<file path="config.mk">
export PLATFORM = sky130hd
export DESIGN_NAME = conv_tile_sched
export DESIGN_NICKNAME = d
export VERILOG_FILES = /design/src/rtl/conv_tile_sched_pkg.sv /design/src/rtl/conv_tile_sched_tile_axis_cnt.sv /design/src/rtl/conv_tile_sched.sv
export SDC_FILE = /design/constraint.sdc
export NUM_CORES = 1
export LEC_CHECK = 0
export ABC_CLOCK_PERIOD_IN_PS = 10940
export CORE_MARGIN = 2
export CORE_UTILIZATION = 27
export CTS_CLUSTER_SIZE = 16
export DETAILED_ROUTE_END_ITERATION = 10
export PLACE_DENSITY = 0.56
export RECOVER_POWER = 25
export SKIP_CTS_REPAIR_TIMING = 1
export SLEW_MARGIN = 20
export SYNTH_ARGS = -nofsm -noshare
export SYNTH_HDL_FRONTEND = slang
export SYNTH_SLANG_ARGS = --single-unit
export TNS_END_PERCENT = 5
</file>
<file path="constraint.sdc">
create_clock -name clk -period 10.94 [get_ports clk]
set_input_delay 2.735 -clock clk [delete_from_list [all_inputs] [get_ports clk]]
set_output_delay 2.735 -clock clk [all_outputs]
set_load 0.05 [all_outputs]
</file>
<file path="src/rtl/conv_tile_sched_pkg.sv">
// Shared definitions for the conv tile scheduler: default widths, PE op codes and the
// 4-bit CS_* state encoding that the decoder debug port and the bench both observe.
package conv_tile_sched_pkg;

  localparam int CS_DIM_W = 11;
  localparam int CS_EXT_W = 8;
  localparam int CS_K_W   = 5;

  typedef enum logic [1:0] {
    OP_LW  = 2'd0,
    OP_LIF = 2'd1,
    OP_SOF = 2'd2,
    OP_NOP = 2'd3
  } pe_op_e;

  typedef enum logic [3:0] {
    CS_IDLE = 4'd0,
    CS_LW   = 4'd1,
    CS_WLW  = 4'd2,
    CS_LIF  = 4'd3,
    CS_WLIF = 4'd4,
    CS_SOF  = 4'd5,
    CS_WSOF = 4'd6,
    CS_NEXT = 4'd7,
    CS_FIN  = 4'd8
  } cs_state_e;

endpackage

</file>
<file path="src/rtl/conv_tile_sched_tile_axis_cnt.sv">
// tile_axis_cnt: one tiling axis (origin register, step by tile size, wrap detect, clipped extent).
module tile_axis_cnt
  import conv_tile_sched_pkg::*;
#(
  parameter int ORI_W = CS_EXT_W,
  parameter int LIM_W = CS_DIM_W
) (
  input  logic             clk,
  input  logic             rst_n,
  input  logic             clr,
  input  logic             step,
  input  logic [ORI_W-1:0] ext,
  input  logic [LIM_W-1:0] limit,
  output logic [ORI_W-1:0] ori,
  output logic [ORI_W-1:0] ext_clip,
  output logic             wrap
);

  localparam int CMP_W = LIM_W + 1;

  logic [ORI_W-1:0] ori_q, ori_d;
  logic [CMP_W-1:0] ext_w, next_w, rem_w, lim_w;

  // One extra bit so origin+extent can never wrap around the limit compare.
  always_comb begin
    ext_w    = CMP_W'(ext);
    lim_w    = CMP_W'(limit);
    next_w   = CMP_W'(ori_q) + ext_w;
    rem_w    = lim_w - CMP_W'(ori_q);
    wrap     = (next_w >= lim_w);
    ext_clip = (ext_w < rem_w) ? ext : rem_w[ORI_W-1:0];
    ori_d    = ori_q;
    if (clr) begin
      ori_d = '0;
    end else if (step) begin
      ori_d = next_w[ORI_W-1:0];
    end
  end

  always_ff @(posedge clk or negedge rst_n) begin
    if (!rst_n) begin
      ori_q <= '0;
    end else begin
      ori_q <= ori_d;
    end
  end

  assign ori = ori_q;

endmodule

</file>
<file path="src/rtl/conv_tile_sched.sv">
// conv_tile_sched: walks one conv layer over the PE as O/H/W output tiles, issuing LW/LIF/SOF pulses.
// Define CV_SCHED_PERF_EN to add the perf_cycles/perf_stall busy and wait-state counters.
module conv_tile_sched
  import conv_tile_sched_pkg::*;
#(
  parameter int DIM_W = CS_DIM_W,
  parameter int EXT_W = CS_EXT_W,
  parameter int K_W   = CS_K_W
) (
  input  logic             clk,
  input  logic             rst_n,
  input  logic             start,
  input  logic             abort,
  input  logic [DIM_W-1:0] cfg_O,
  input  logic [K_W-1:0]   cfg_K,
  input  logic [DIM_W-1:0] cfg_H,
  input  logic [DIM_W-1:0] cfg_W,
  input  logic [DIM_W-1:0] cfg_Oext,
  input  logic [EXT_W-1:0] cfg_Hext,
  input  logic [EXT_W-1:0] cfg_Wext,
  input  logic             pe_done,
  output logic             lw_start,
  output logic             lif_start,
  output logic             sof_start,
  output logic [DIM_W-1:0] t_Oori,
  output logic [EXT_W-1:0] t_Hori,
  output logic [EXT_W-1:0] t_Wori,
  output logic [DIM_W-1:0] t_Oext,
  output logic [EXT_W-1:0] t_Hext,
  output logic [EXT_W-1:0] t_Wext,
  output logic             busy,
  output logic             done,
  output logic             err
`ifdef CV_SCHED_PERF_EN
  ,
  output logic [31:0]      perf_cycles,
  output logic [31:0]      perf_stall
`endif
);

  cs_state_e        state_q, state_d;
  logic             lw_start_q, lw_start_d, lif_start_q, lif_start_d;
  logic             sof_start_q, sof_start_d;
  logic             busy_q, busy_d, done_q, done_d, err_q, err_d;
  logic [DIM_W-1:0] o_q, o_d, oext_q, oext_d, hout_q, hout_d, wout_q, wout_d;
  logic [EXT_W-1:0] hext_q, hext_d, wext_q, wext_d;
  logic [DIM_W-1:0] k_ext;
  logic             cfg_bad, accept;
  logic             o_clr, o_step, o_wrap, h_clr, h_step, h_wrap, w_clr, w_step, w_wrap;

  assign k_ext   = DIM_W'(cfg_K);
  assign cfg_bad = (cfg_K == '0) || (k_ext > cfg_H) || (k_ext > cfg_W) || (cfg_O == '0) ||
                   (cfg_Oext == '0) || (cfg_Hext == '0) || (cfg_Wext == '0);
  assign accept  = (state_q == CS_IDLE) && start && !abort;

  // NEXT advances W first, then H, then O; each wrap clears the inner axis.
  always_comb begin
    state_d     = state_q;
    lw_start_d  = 1'b0;
    lif_start_d = 1'b0;
    sof_start_d = 1'b0;
    done_d      = 1'b0;
    busy_d      = busy_q;
    err_d       = err_q;
    o_d         = o_q;
    oext_d      = oext_q;
    hout_d      = hout_q;
    wout_d      = wout_q;
    hext_d      = hext_q;
    wext_d      = wext_q;
    {o_clr, o_step, h_clr, h_step, w_clr, w_step} = '0;
    if (abort) begin
      state_d = CS_IDLE;
      busy_d  = 1'b0;
    end else begin
      case (state_q)
        CS_IDLE: if (start) begin
          o_d    = cfg_O;
          oext_d = cfg_Oext;
          hext_d = cfg_Hext;
          wext_d = cfg_Wext;
          hout_d = cfg_H - k_ext + DIM_W'(1);
          wout_d = cfg_W - k_ext + DIM_W'(1);
          busy_d = 1'b1;
          err_d  = cfg_bad;
          if (cfg_bad) begin
            done_d  = 1'b1;
            state_d = CS_FIN;
          end else begin
            {o_clr, h_clr, w_clr} = 3'b111;
            lw_start_d = 1'b1;
            state_d    = CS_LW;
          end
        end
        CS_LW:   state_d = CS_WLW;
        CS_WLW:  if (pe_done) begin
          lif_start_d = 1'b1;
          state_d     = CS_LIF;
        end
        CS_LIF:  state_d = CS_WLIF;
        CS_WLIF: if (pe_done) begin
          sof_start_d = 1'b1;
          state_d     = CS_SOF;
        end
        CS_SOF:  state_d = CS_WSOF;
        CS_WSOF: if (pe_done) state_d = CS_NEXT;
        CS_NEXT: begin
          if (!w_wrap) begin
            w_step      = 1'b1;
            lif_start_d = 1'b1;
            state_d     = CS_LIF;
          end else begin
            w_clr = 1'b1;
            if (!h_wrap) begin
              h_step      = 1'b1;
              lif_start_d = 1'b1;
              state_d     = CS_LIF;
            end else begin
              h_clr  = 1'b1;
              o_step = 1'b1;
              if (!o_wrap) begin
                lw_start_d = 1'b1;
                state_d    = CS_LW;
              end else begin
                done_d  = 1'b1;
                state_d = CS_FIN;
              end
            end
          end
        end
        CS_FIN: begin
          busy_d  = 1'b0;
          state_d = CS_IDLE;
        end
        default: begin
          busy_d  = 1'b0;
          state_d = CS_IDLE;
        end
      endcase
    end
  end

  always_ff @(posedge clk or negedge rst_n) begin
    if (!rst_n) begin
      state_q     <= CS_IDLE;
      lw_start_q  <= 1'b0;
      lif_start_q <= 1'b0;
      sof_start_q <= 1'b0;
      busy_q      <= 1'b0;
      done_q      <= 1'b0;
      err_q       <= 1'b0;
      o_q         <= '0;
      oext_q      <= '0;
      hout_q      <= '0;
      wout_q      <= '0;
      hext_q      <= '0;
      wext_q      <= '0;
    end else begin
      state_q     <= state_d;
      lw_start_q  <= lw_start_d;
      lif_start_q <= lif_start_d;
      sof_start_q <= sof_start_d;
      busy_q      <= busy_d;
      done_q      <= done_d;
      err_q       <= err_d;
      o_q         <= o_d;
      oext_q      <= oext_d;
      hout_q      <= hout_d;
      wout_q      <= wout_d;
      hext_q      <= hext_d;
      wext_q      <= wext_d;
    end
  end

  tile_axis_cnt #(.ORI_W(DIM_W), .LIM_W(DIM_W)) u_o_axis (
    .clk(clk), .rst_n(rst_n), .clr(o_clr), .step(o_step), .ext(oext_q), .limit(o_q),
    .ori(t_Oori), .ext_clip(t_Oext), .wrap(o_wrap)
  );

  tile_axis_cnt #(.ORI_W(EXT_W), .LIM_W(DIM_W)) u_h_axis (
    .clk(clk), .rst_n(rst_n), .clr(h_clr), .step(h_step), .ext(hext_q), .limit(hout_q),
    .ori(t_Hori), .ext_clip(t_Hext), .wrap(h_wrap)
  );

  tile_axis_cnt #(.ORI_W(EXT_W), .LIM_W(DIM_W)) u_w_axis (
    .clk(clk), .rst_n(rst_n), .clr(w_clr), .step(w_step), .ext(wext_q), .limit(wout_q),
    .ori(t_Wori), .ext_clip(t_Wext), .wrap(w_wrap)
  );

  assign lw_start  = lw_start_q;
  assign lif_start = lif_start_q;
  assign sof_start = sof_start_q;
  assign busy      = busy_q;
  assign done      = done_q;
  assign err       = err_q;

`ifdef CV_SCHED_PERF_EN
  logic [31:0] perf_cycles_q, perf_cycles_d, perf_stall_q, perf_stall_d;
  logic        in_wait;

  // Both counters saturate and simply hold once busy drops after done.
  always_comb begin
    in_wait       = (state_q == CS_WLW) || (state_q == CS_WLIF) || (state_q == CS_WSOF);
    perf_cycles_d = perf_cycles_q;
    perf_stall_d  = perf_stall_q;
    if (accept) begin
      perf_cycles_d = '0;
      perf_stall_d  = '0;
    end else begin
      if (busy_q && !(&perf_cycles_q)) perf_cycles_d = perf_cycles_q + 32'd1;
      if (in_wait && !(&perf_stall_q)) perf_stall_d = perf_stall_q + 32'd1;
    end
  end

  always_ff @(posedge clk or negedge rst_n) begin
    if (!rst_n) begin
      perf_cycles_q <= '0;
      perf_stall_q  <= '0;
    end else begin
      perf_cycles_q <= perf_cycles_d;
      perf_stall_q  <= perf_stall_d;
    end
  end

  assign perf_cycles = perf_cycles_q;
  assign perf_stall  = perf_stall_q;
`else
  logic unused_accept;
  assign unused_accept = accept;
`endif

endmodule

</file>
==> results.txt, run 1 <==
Num rows: 66
Die width: 185 um
Crit-path max FO: 11
Endpoints failing hold: 0
Final worst-path cycle share: 0.728
Clock Sinks: 97
Slew Limit Fails: 100
Post-Syn Instances: 1,016
Critical-path cell list: inv_1 -> ha_1 -> inv_1 -> fa_1 -> a211oi_1 -> o21ai_1 -> a31oi_1 -> o21bai_1 -> a21oi_1 -> xor2_1 -> ha_1 -> a2111oi_0 -> and3_1 -> nor3_2 -> mux2i_1 -> clkdlybuf4s50_1
Register area: 2430 um2
Maximum VDD drop: 118 uV
Sequential power share: 0.234
Worst path buffer plus inverter count: 3
Switching portion of total power: 0.462
DR DRC count: 0
Yosys reg bits: 97
Pwr dens: 197 nW/um2
EDFF count, synth: 0
R2r setup slk: 6.42 ns
Largest net degree at the start of global routing: 67
Die Y: 185 um
Hold_sp: err
DP Wirelength: 20,600 um
CP endpoint kind: output pin
Post-Syn Area: 8840 um2
Largest area contributor in the netlist: dfrtp_1
Ranking of synthesized cells by area: dfrtp_1, ha_1, inv_1
Startpoint types: flip-flop
Met1 usage: 0.214
Post-route cell area: 11,000 um2
Fillers: 3,383
Tmin final: 7.97 ns
Overflow after GRT: 0
Clock share of power: 0.166
Cell family with most CP delay: compound AO/OA/AOI/OAI gates
Share of layout cells above drive strength 1: 0.0279
Vias: 7,553
CTS HTree Levels: 3
Max-cap violations: 2
Sequential area share after synthesis: 0.275
Die outline area: 34,200 um2
Core Area: 32,400 um2
RSZ-0062 raised after global routing: false
Setup TNS: 0 ns
P_sw: 0.000995 W
Diodes inserted: 0
Initial antenna violation count: 3
FF-to-FF End: u_o_axis.ori[6]
Area delta synth->final: 24.0%
GRT Resource Usage Total: 0.153
Worst Tran Pin Value: 3.72 ns
GRT Max-Usage Layer: met2
Post-synth ARST share: 1.00
Met2 Use GR: 0.238
Final clock skew: 0.0141 ns
RePlAce Congestion: 0.891
DR WL/cell: 16.0 um
Syn nets: 1,245
I/O Buffers: 129
Synth cell types: 63
Setup WS post-layout: 2.97 ns
Starting density of the core: 0.273
Worst path depth: 16
Gate power share: 0.600
Hold Worst Slack: 0.500 ns
Worst r2r src: u_w_axis.ori[1]
Failing checks: capacitance limit, slew limit
Most frequent cells in the layout: ha_1, inv_1, clkdlybuf4s50_1
CTS max path bufs: 2
GRT met3 Usage: 0.0346
First-pass GRT wire length: 40,200 um
Final setup violation count: 0
Syn avg cell area: 8.70 um2
Normalized max-slew margin: -1.48
Max Clock Freq: 126 MHz
Yosys top cell area share: 0.275
CTS buffer count: 9
Worst r2r path cells: 14
Dpl ws: 3.39 ns
Final core occ: 0.338
Clk Latency, worst-skew pair: 0.37 ns
Post-DRT Antenna Nets: 0
Pleak: 5.05 nW
First-iteration detailed-routing DRC count: 339
Multi-input gate area: 5840 um2
Ports: 130
DRT Pass-1 Iters: 5
CTS tree: built
Status: finished with violations
Clock root cell: clkbuf_16
Synth Flop Type: dfrtp_1
Setup crit end: t_Oext[6]
P_int: 0.00116 W
Drt via density: 4.76
Synth Warn #: 0
CP Data Arrival Time: 5.23 ns
Final WL: 25,400 um
Worst Setup SP: o_q[0]
Commonest non-fill, non-tap cell in the layout: ha_1
Vias in the first global route: 7,541
Clk slew on worst S/H paths: 0.08 ns
Slowest cell on the critical path: nor3_2
Crit path required time: 8.21 ns
HP Class: flip-flop to flip-flop
Fin nets: 1,370
CP peak stage delay: 0.85 ns
Placed instance area: 10,700 um2
Worst setup path category: flip-flop to output pin
area by class of cell:
class | instances | area share
Multi-Input combinational cell | 765 | 0.533
Sequential cell | 97 | 0.222
Timing Repair Buffer | 134 | 0.120
Tap cell | 442 | 0.0505
Inverter | 134 | 0.0459
Clock buffer | 12 | 0.0225
Clock inverter | 3 | 0.00594
power groups by stage:
stage               sequential, W  combinational, W  clock, W
floorplan                0.000486          0.000945         0
global placement         0.000508           0.00128         0
detailed placement       0.000508           0.00130         0
CTS                      0.000503           0.00131  0.000368
global route             0.000515           0.00144  0.000382
finish                   0.000503           0.00129  0.000358
Yosys cell counts (3+ instances only):
| cell | count |
|---|---|
| o21ai_1 | 23 |
| or2_1 | 4 |
| inv_1 | 132 |
| a21oi_1 | 46 |
| o31ai_1 | 4 |
| a31oi_1 | 10 |
| clkbuf_1 | 18 |
| mux2i_1 | 31 |
| a211oi_1 | 10 |
| nand2b_1 | 17 |
| o211ai_1 | 6 |
| fa_1 | 10 |
| nand3_1 | 15 |
| nand2_1 | 92 |
| a22oi_1 | 8 |
| a22o_1 | 11 |
| o21a_1 | 19 |
| and3_1 | 11 |
| a21o_1 | 14 |
| ha_1 | 149 |
| xor2_1 | 15 |
| xnor2_1 | 39 |
| o22ai_1 | 6 |
| nor3_1 | 21 |
| nand4_1 | 5 |
| dfrtp_1 | 97 |
| o21bai_1 | 14 |
| nor3b_1 | 4 |
| nor4_1 | 16 |
| and4_1 | 3 |
| nor2b_1 | 11 |
| a2111oi_0 | 7 |
| nor2_1 | 45 |
| o21ai_0 | 64 |
stage by stage:
step / total power [W] / cells
6_report: 0.00215 / 1587
5_1_grt: 0.00233 / 1587
4_1_cts: 0.00218 / 1587
3_5_place_dp: 0.00181 / 1572
3_3_place_gp: 0.00179 / 1572
2_1_floorplan: 0.00143 / 1016
routing by layer:
layer,vias up,wire length (um)
met2,142,10900
met3,24,1260
met4,6,380
li1,3821,-
met5,-,40
met1,3560,12800
worst min-delay path: stages, from the launching register on:
cell and delay, ns:
dfrtp_1 0.35, nor2_1 0.05, nor2_1 0.07
flip-flops by register name (all words and copies together), names as in the netlist:
signal and flops:
o_q 11, done 1, u_w_axis.ori 8, sof_start 1
hext_q 8, wout_q 11, u_o_axis.ori 11, oext_q 11
err 1, state_q 4, hout_q 11, wext_q 8
lif_start 1, lw_start 1, busy 1, u_h_axis.ori 8
worst min-delay path by stage:
stage	slack, ns	endpoint	cells after the start
CTS	0.51	err	2
global route	0.55	state_q[2]	1
finish	0.50	err	2
global placement	0.48	err	2
detailed placement	0.49	err	2
floorplan	0.46	state_q[2]	1
cells by family after synthesis:
kind of cell / after synthesis / share of synthesized area
buffers and inverters: 154 / 0.0657
and+or+nand+nor: 256 / 0.141
muxes: 34 / 0.0394
AOI/OAI and AO/OA: 262 / 0.192
DFF: 97 / 0.275
adders and majority gates: 159 / 0.234
xor gates and xnor gates: 54 / 0.0535
(Power assumes the default switching activity.)
==> inputs of run 2 (changes only) <==
- ABC_CLOCK_PERIOD_IN_PS: 10940 -> 8150
- clock period: 10.94 -> 8.15 ns (I/O delays scaled with it)
==> results.txt, run 2 (synthesized netlist as in run 1, its figures left out) <==
Status: finished with violations
Failing checks: capacitance limit, slew limit
CTS HTree Levels: 3 (unchanged)
Final WL: 25,400 um (about the same)
Endpoints failing hold: 0 (unchanged)
I/O Buffers: 129 (unchanged)
Clock Sinks: 97 (unchanged)
Share of layout cells above drive strength 1: 0.0314 (+0.00344)
DR WL/cell: 16.0 um (-0.13%)
Commonest non-fill, non-tap cell in the layout: ha_1
CTS buffer count: 9 (unchanged)
Core Area: 32,400 um2 (unchanged)
Tmin final: 6.79 ns
DP Wirelength: 20,600 um (about the same)
R2r setup slk: 3.56 ns (-2.86 ns)
Final setup violation count: 0 (unchanged)
Final clock skew: 0.0117 ns (-0.00240 ns)
Final worst-path cycle share: 0.833
Die width: 185 um (unchanged)
Crit path required time: 6.11 ns (-2.10 ns)
Vias: 7,525 (-0.37%)
RSZ-0062 raised after global routing: false
Setup WS post-layout: 1.36 ns (-1.61 ns)
Die Y: 185 um (unchanged)
DRT Pass-1 Iters: 5 (unchanged)
Largest net degree at the start of global routing: 67 (unchanged)
Area delta synth->final: 24.0% (about the same)
Pleak: 5.04 nW (-0.18%)
Max-cap violations: 2 (unchanged)
Dpl ws: 1.70 ns (-1.70 ns)
DR DRC count: 0 (unchanged)
CP endpoint kind: output pin
CP Data Arrival Time: 4.75 ns (-0.48 ns)
Pwr dens: 262 nW/um2 (+33%)
Startpoint types: flip-flop
Clk slew on worst S/H paths: 0.08 ns (about the same)
Fin nets: 1,371 (+0.073%)
Crit-path max FO: 8 (-3)
First-pass GRT wire length: 40,500 um (+0.62%)
Ports: 130 (unchanged)
Worst setup path category: flip-flop to output pin
Post-route cell area: 11,000 um2 (about the same)
Worst Tran Pin Value: 3.74 ns (+0.0144 ns)
Design Power: 0.00287 W (+33%)
Most frequent cells in the layout: ha_1, inv_1, clkdlybuf4s50_1
Drt via density: 4.73 (-0.56%)
Die outline area: 34,200 um2 (unchanged)
CTS tree: built
Vias in the first global route: 7,561 (+0.27%)
CTS max path bufs: 2 (unchanged)
Num rows: 66 (unchanged)
Starting density of the core: 0.273 (unchanged)
Initial antenna violation count: 4 (+1)
Clk Latency, worst-skew pair: 0.37 ns (about the same)
Setup TNS: 0 ns (unchanged)
First-iteration detailed-routing DRC count: 337 (-0.59%)
Clock root cell: clkbuf_16
Overflow after GRT: 0 (unchanged)
Post-DRT Antenna Nets: 0 (unchanged)
GRT Resource Usage Total: 0.154 (+0.000860)
Slew Limit Fails: 100 (unchanged)
Maximum VDD drop: 179 uV (+51%)
Placed instance area: 10,700 um2 (about the same)
RePlAce Congestion: 0.872 (-2.2%)
Normalized max-slew margin: -1.49 (-0.00960)
Hold Worst Slack: 0.502 ns (+0.00206 ns)
Max Clock Freq: 147 MHz
HP Class: flip-flop to flip-flop
[run 2: changes by cell type in the layout (fill, tap and decap cells not counted), sizes merged]
| cell | change |
|---|---|
| clkbuf | -3 |
| clkinvlp | +3 |
| buf | +1 |
| bufinv | -1 |
| clkinv | +1 |
| diode | +1 |
| inv | +1 |
[run 2: area by class of cell]
| class | count | area, um2 |
|---|---|---|
| Sequential cell | 97 | 2430 |
| Inverter | 134 | 503 |
| Clock buffer | 9 | 225 |
| Fill cell | 3389 | 21400 |
| Antenna cell | 1 | 2.50 |
| Timing Repair Buffer | 135 | 1330 |
| Clock inverter | 7 | 78.8 |
| Tap cell | 442 | 553 |
| Multi-Input combinational cell | 765 | 5840 |
[run 2: metal layers]
| layer | routed length (um) | part of all wire | vias to the layer above | global-route usage |
|---|---|---|---|---|
| li1 | - | - | 3835 | - |
| met1 | 12900 | 0.51 | 3532 | 0.219 |
| met2 | 10800 | 0.42 | 128 | 0.234 |
| met3 | 1320 | 0.052 | 24 | 0.0346 |
| met4 | 394 | 0.015 | 6 | 0.0406 |
| met5 | 38 | 0.0015 | - | 0 |
[run 2: worst paths after layout]
| check | end | depth (start not counted) | start |
|---|---|---|---|
| max | t_Hext[1] | 14 | u_h_axis.ori[1] |
| min | err | 2 | err |
| max reg2reg | u_o_axis.ori[10] | 14 | wext_q[1] |
| min reg2reg | err | 2 | err |
| max in group asynchronous | hext_q[0] | 2 | rst_n |
| min in group asynchronous | u_o_axis.ori[8] | 1 | rst_n |
[run 2: critical path: stages, from the launching register on]
cell	delay [ns]
dfrtp_1	0.45
inv_1	0.11
ha_1	0.29
nor2b_1	0.14
o31a_1	0.26
or4_1	0.47
a31oi_1	0.22
xor2_1	0.11
ha_1	0.28
o21a_1	0.10
o21ai_0	0.06
nor4_1	0.36
nand4_2	0.40
mux2_2	0.34
clkdlybuf4s50_1	0.79
[run 2: power breakdown]
| group | total (W) | switching (W) | internal, W |
|---|---|---|---|
| Sequential | 0.000677 | 0.000105 | 0.000572 |
| Combinational | 0.00174 | 0.00103 | 0.000710 |
| Clock | 0.000460 | 0.000219 | 0.000241 |
| Total | 0.00287 | 0.00135 | 0.00152 |
[run 2: per-stage QoR]
step,utilization,cells
3_5_place_dp,0.329,1573
2_1_floorplan,-,1016
5_1_grt,0.338,1589
4_1_cts,0.339,1589
6_report,0.338,1590
3_3_place_gp,0.329,1573
==> inputs of run 3 (changes only) <==
- ABC_CLOCK_PERIOD_IN_PS: 8150 -> 6500
- clock period: 8.15 -> 6.5 ns (I/O delays scaled with it)
==> results.txt, run 3 (synthesized netlist as in run 1, its figures left out) <==
Maximum VDD drop: 222 uV (+24%)
Endpoints failing hold: 0 (unchanged)
Failing checks: capacitance limit, slew limit
Worst r2r path cells: 14 (unchanged)
CP Data Arrival Time: 4.54 ns (-0.21 ns)
RePlAce Congestion: 0.846 (-2.9%)
Worst Tran Pin Value: 3.90 ns (+0.159 ns)
Clock Sinks: 97 (unchanged)
Worst setup path category: flip-flop to output pin
Largest net degree at the start of global routing: 69 (+3.0%)
Status: finished with violations
DR WL/cell: 15.9 um (-0.50%)
Pwr dens: 325 nW/um2 (+24%)
DR DRC count: 0 (unchanged)
Pleak: 5.24 nW (+3.9%)
RSZ-0062 raised after global routing: false
Commonest non-fill, non-tap cell in the layout: ha_1
Slowest cell on the critical path: clkdlybuf4s50_1
FF-to-FF End: u_o_axis.ori[5]
Clk slew on worst S/H paths: 0.07 ns (about the same)
DP Wirelength: 20,700 um (+0.46%)
Cell family with most CP delay: compound AO/OA/AOI/OAI gates
Ports: 130 (unchanged)
Initial antenna violation count: 2 (-2)
Worst Setup SP: o_q[0]
Die Y: 185 um (unchanged)
Final clock skew: 0.0108 ns (-0.000913 ns)
Slew Limit Fails: 69 (-31%)
Overflow after GRT: 0 (unchanged)
CTS buffer count: 9 (unchanged)
CTS max path bufs: 2 (unchanged)
Starting density of the core: 0.273 (unchanged)
Final setup violation count: 0 (unchanged)
Clock root cell: clkbuf_16
First-iteration detailed-routing DRC count: 303 (-10%)
Crit path required time: 4.88 ns (-1.23 ns)
Worst path buffer plus inverter count: 3 (+1)
Post-DRT Antenna Nets: 0 (unchanged)
Share of layout cells above drive strength 1: 0.0418 (+0.0104)
Num rows: 66 (unchanged)
HP Class: flip-flop to flip-flop
Most frequent cells in the layout: ha_1, inv_1, clkdlybuf4s50_1
Critical-path cell list: inv_1 -> ha_1 -> inv_1 -> fa_1 -> a211oi_1 -> o21ai_1 -> a31oi_1 -> xnor2_1 -> ha_1 -> and4_1 -> a2111oi_0 -> and3_1 -> nor3_2 -> mux2_1 -> clkdlybuf4s50_1
Worst r2r src: wext_q[1]
Crit-path max FO: 3 (-5)
Area delta synth->final: 24.1% (about the same)
Setup crit end: t_Oext[1]
Max-cap violations: 1 (-1)
CTS tree: built
I/O Buffers: 129 (unchanged)
Die width: 185 um (unchanged)
R2r setup slk: 1.96 ns (-1.60 ns)
Drt via density: 4.71 (-0.41%)
Setup TNS: 0 ns (unchanged)
CP peak stage delay: 0.72 ns (-0.07 ns)
Max Clock Freq: 162 MHz
Vias in the first global route: 7,374 (-2.5%)
Clk Latency, worst-skew pair: 0.36 ns (about the same)
Design Power: 0.00356 W (+24%)
DRT Pass-1 Iters: 4 (-1)
Final WL: 25,300 um (-0.50%)
Die outline area: 34,200 um2 (unchanged)
Normalized max-slew margin: -1.60 (-0.106)
CP endpoint kind: output pin
Worst path depth: 15 (+1)
Final worst-path cycle share: 0.948
Fin nets: 1,372 (+0.073%)
Diodes inserted: 0 (-1)
First-pass GRT wire length: 39,500 um (-2.4%)
Tmin final: 6.16 ns
Startpoint types: flip-flop
GRT Resource Usage Total: 0.150 (-0.00419)
CTS HTree Levels: 3 (unchanged)
Core Area: 32,400 um2 (unchanged)
Vias: 7,494 (-0.41%)
-- run 3: how the worst min path moves through the flow --
stage	startpoint	to	slack [ns]	cells past startpoint
after floorplan	state_q[3]	state_q[2]	0.46	1
after global placement	err	err	0.48	2
after detailed placement	err	err	0.50	2
after CTS	err	err	0.52	2
after global routing	state_q[3]	state_q[2]	0.57	1
final	err	err	0.50	2
-- run 3: stage by stage --
stage	cell area (um2)	util	instances	worst slack, ns	hold WS (ns)
global route	11000	0.339	1590	0.00730	0.566
detailed placement	10600	0.329	1574	0.539	0.500
floorplan	8840	-	1016	0.677	0.455
finish	11000	0.339	1590	0.336	0.501
global placement	10600	0.329	1574	0.608	0.484
CTS	10900	0.338	1590	0.136	0.516
-- run 3: area by class of cell --
class / count / area, um2
multi-input cells: 765 / 5840
clock buffers: 12 / 267
fillers: 3440 / 21400
repair buffers: 136 / 1350
well taps: 442 / 553
clock inverters: 4 / 26.3
inverters: 134 / 503
flip-flops and latches: 97 / 2430
-- run 3: report_power, final --
group | switching (W) | internal [W]
registers | 0.000131 | 0.000718
logic | 0.00129 | 0.000871
clock network | 0.000255 | 0.000291
total | 0.00168 | 0.00188
-- run 3: metal layers --
metal | routed length, um | vias up | track usage
met1 | 12700 | 3499 | 0.210
met3 | 1230 | 19 | 0.0311
met4 | 257 | 4 | 0.0305
met5 | 21 | - | 0
li1 | - | 3841 | -
met2 | 11100 | 131 | 0.237
-- run 3: tightest hold or removal path: stages, from the launching register on --
cell and delay [ns]:
dfrtp_1 0.35, nor2_1 0.05, nor2_1 0.07
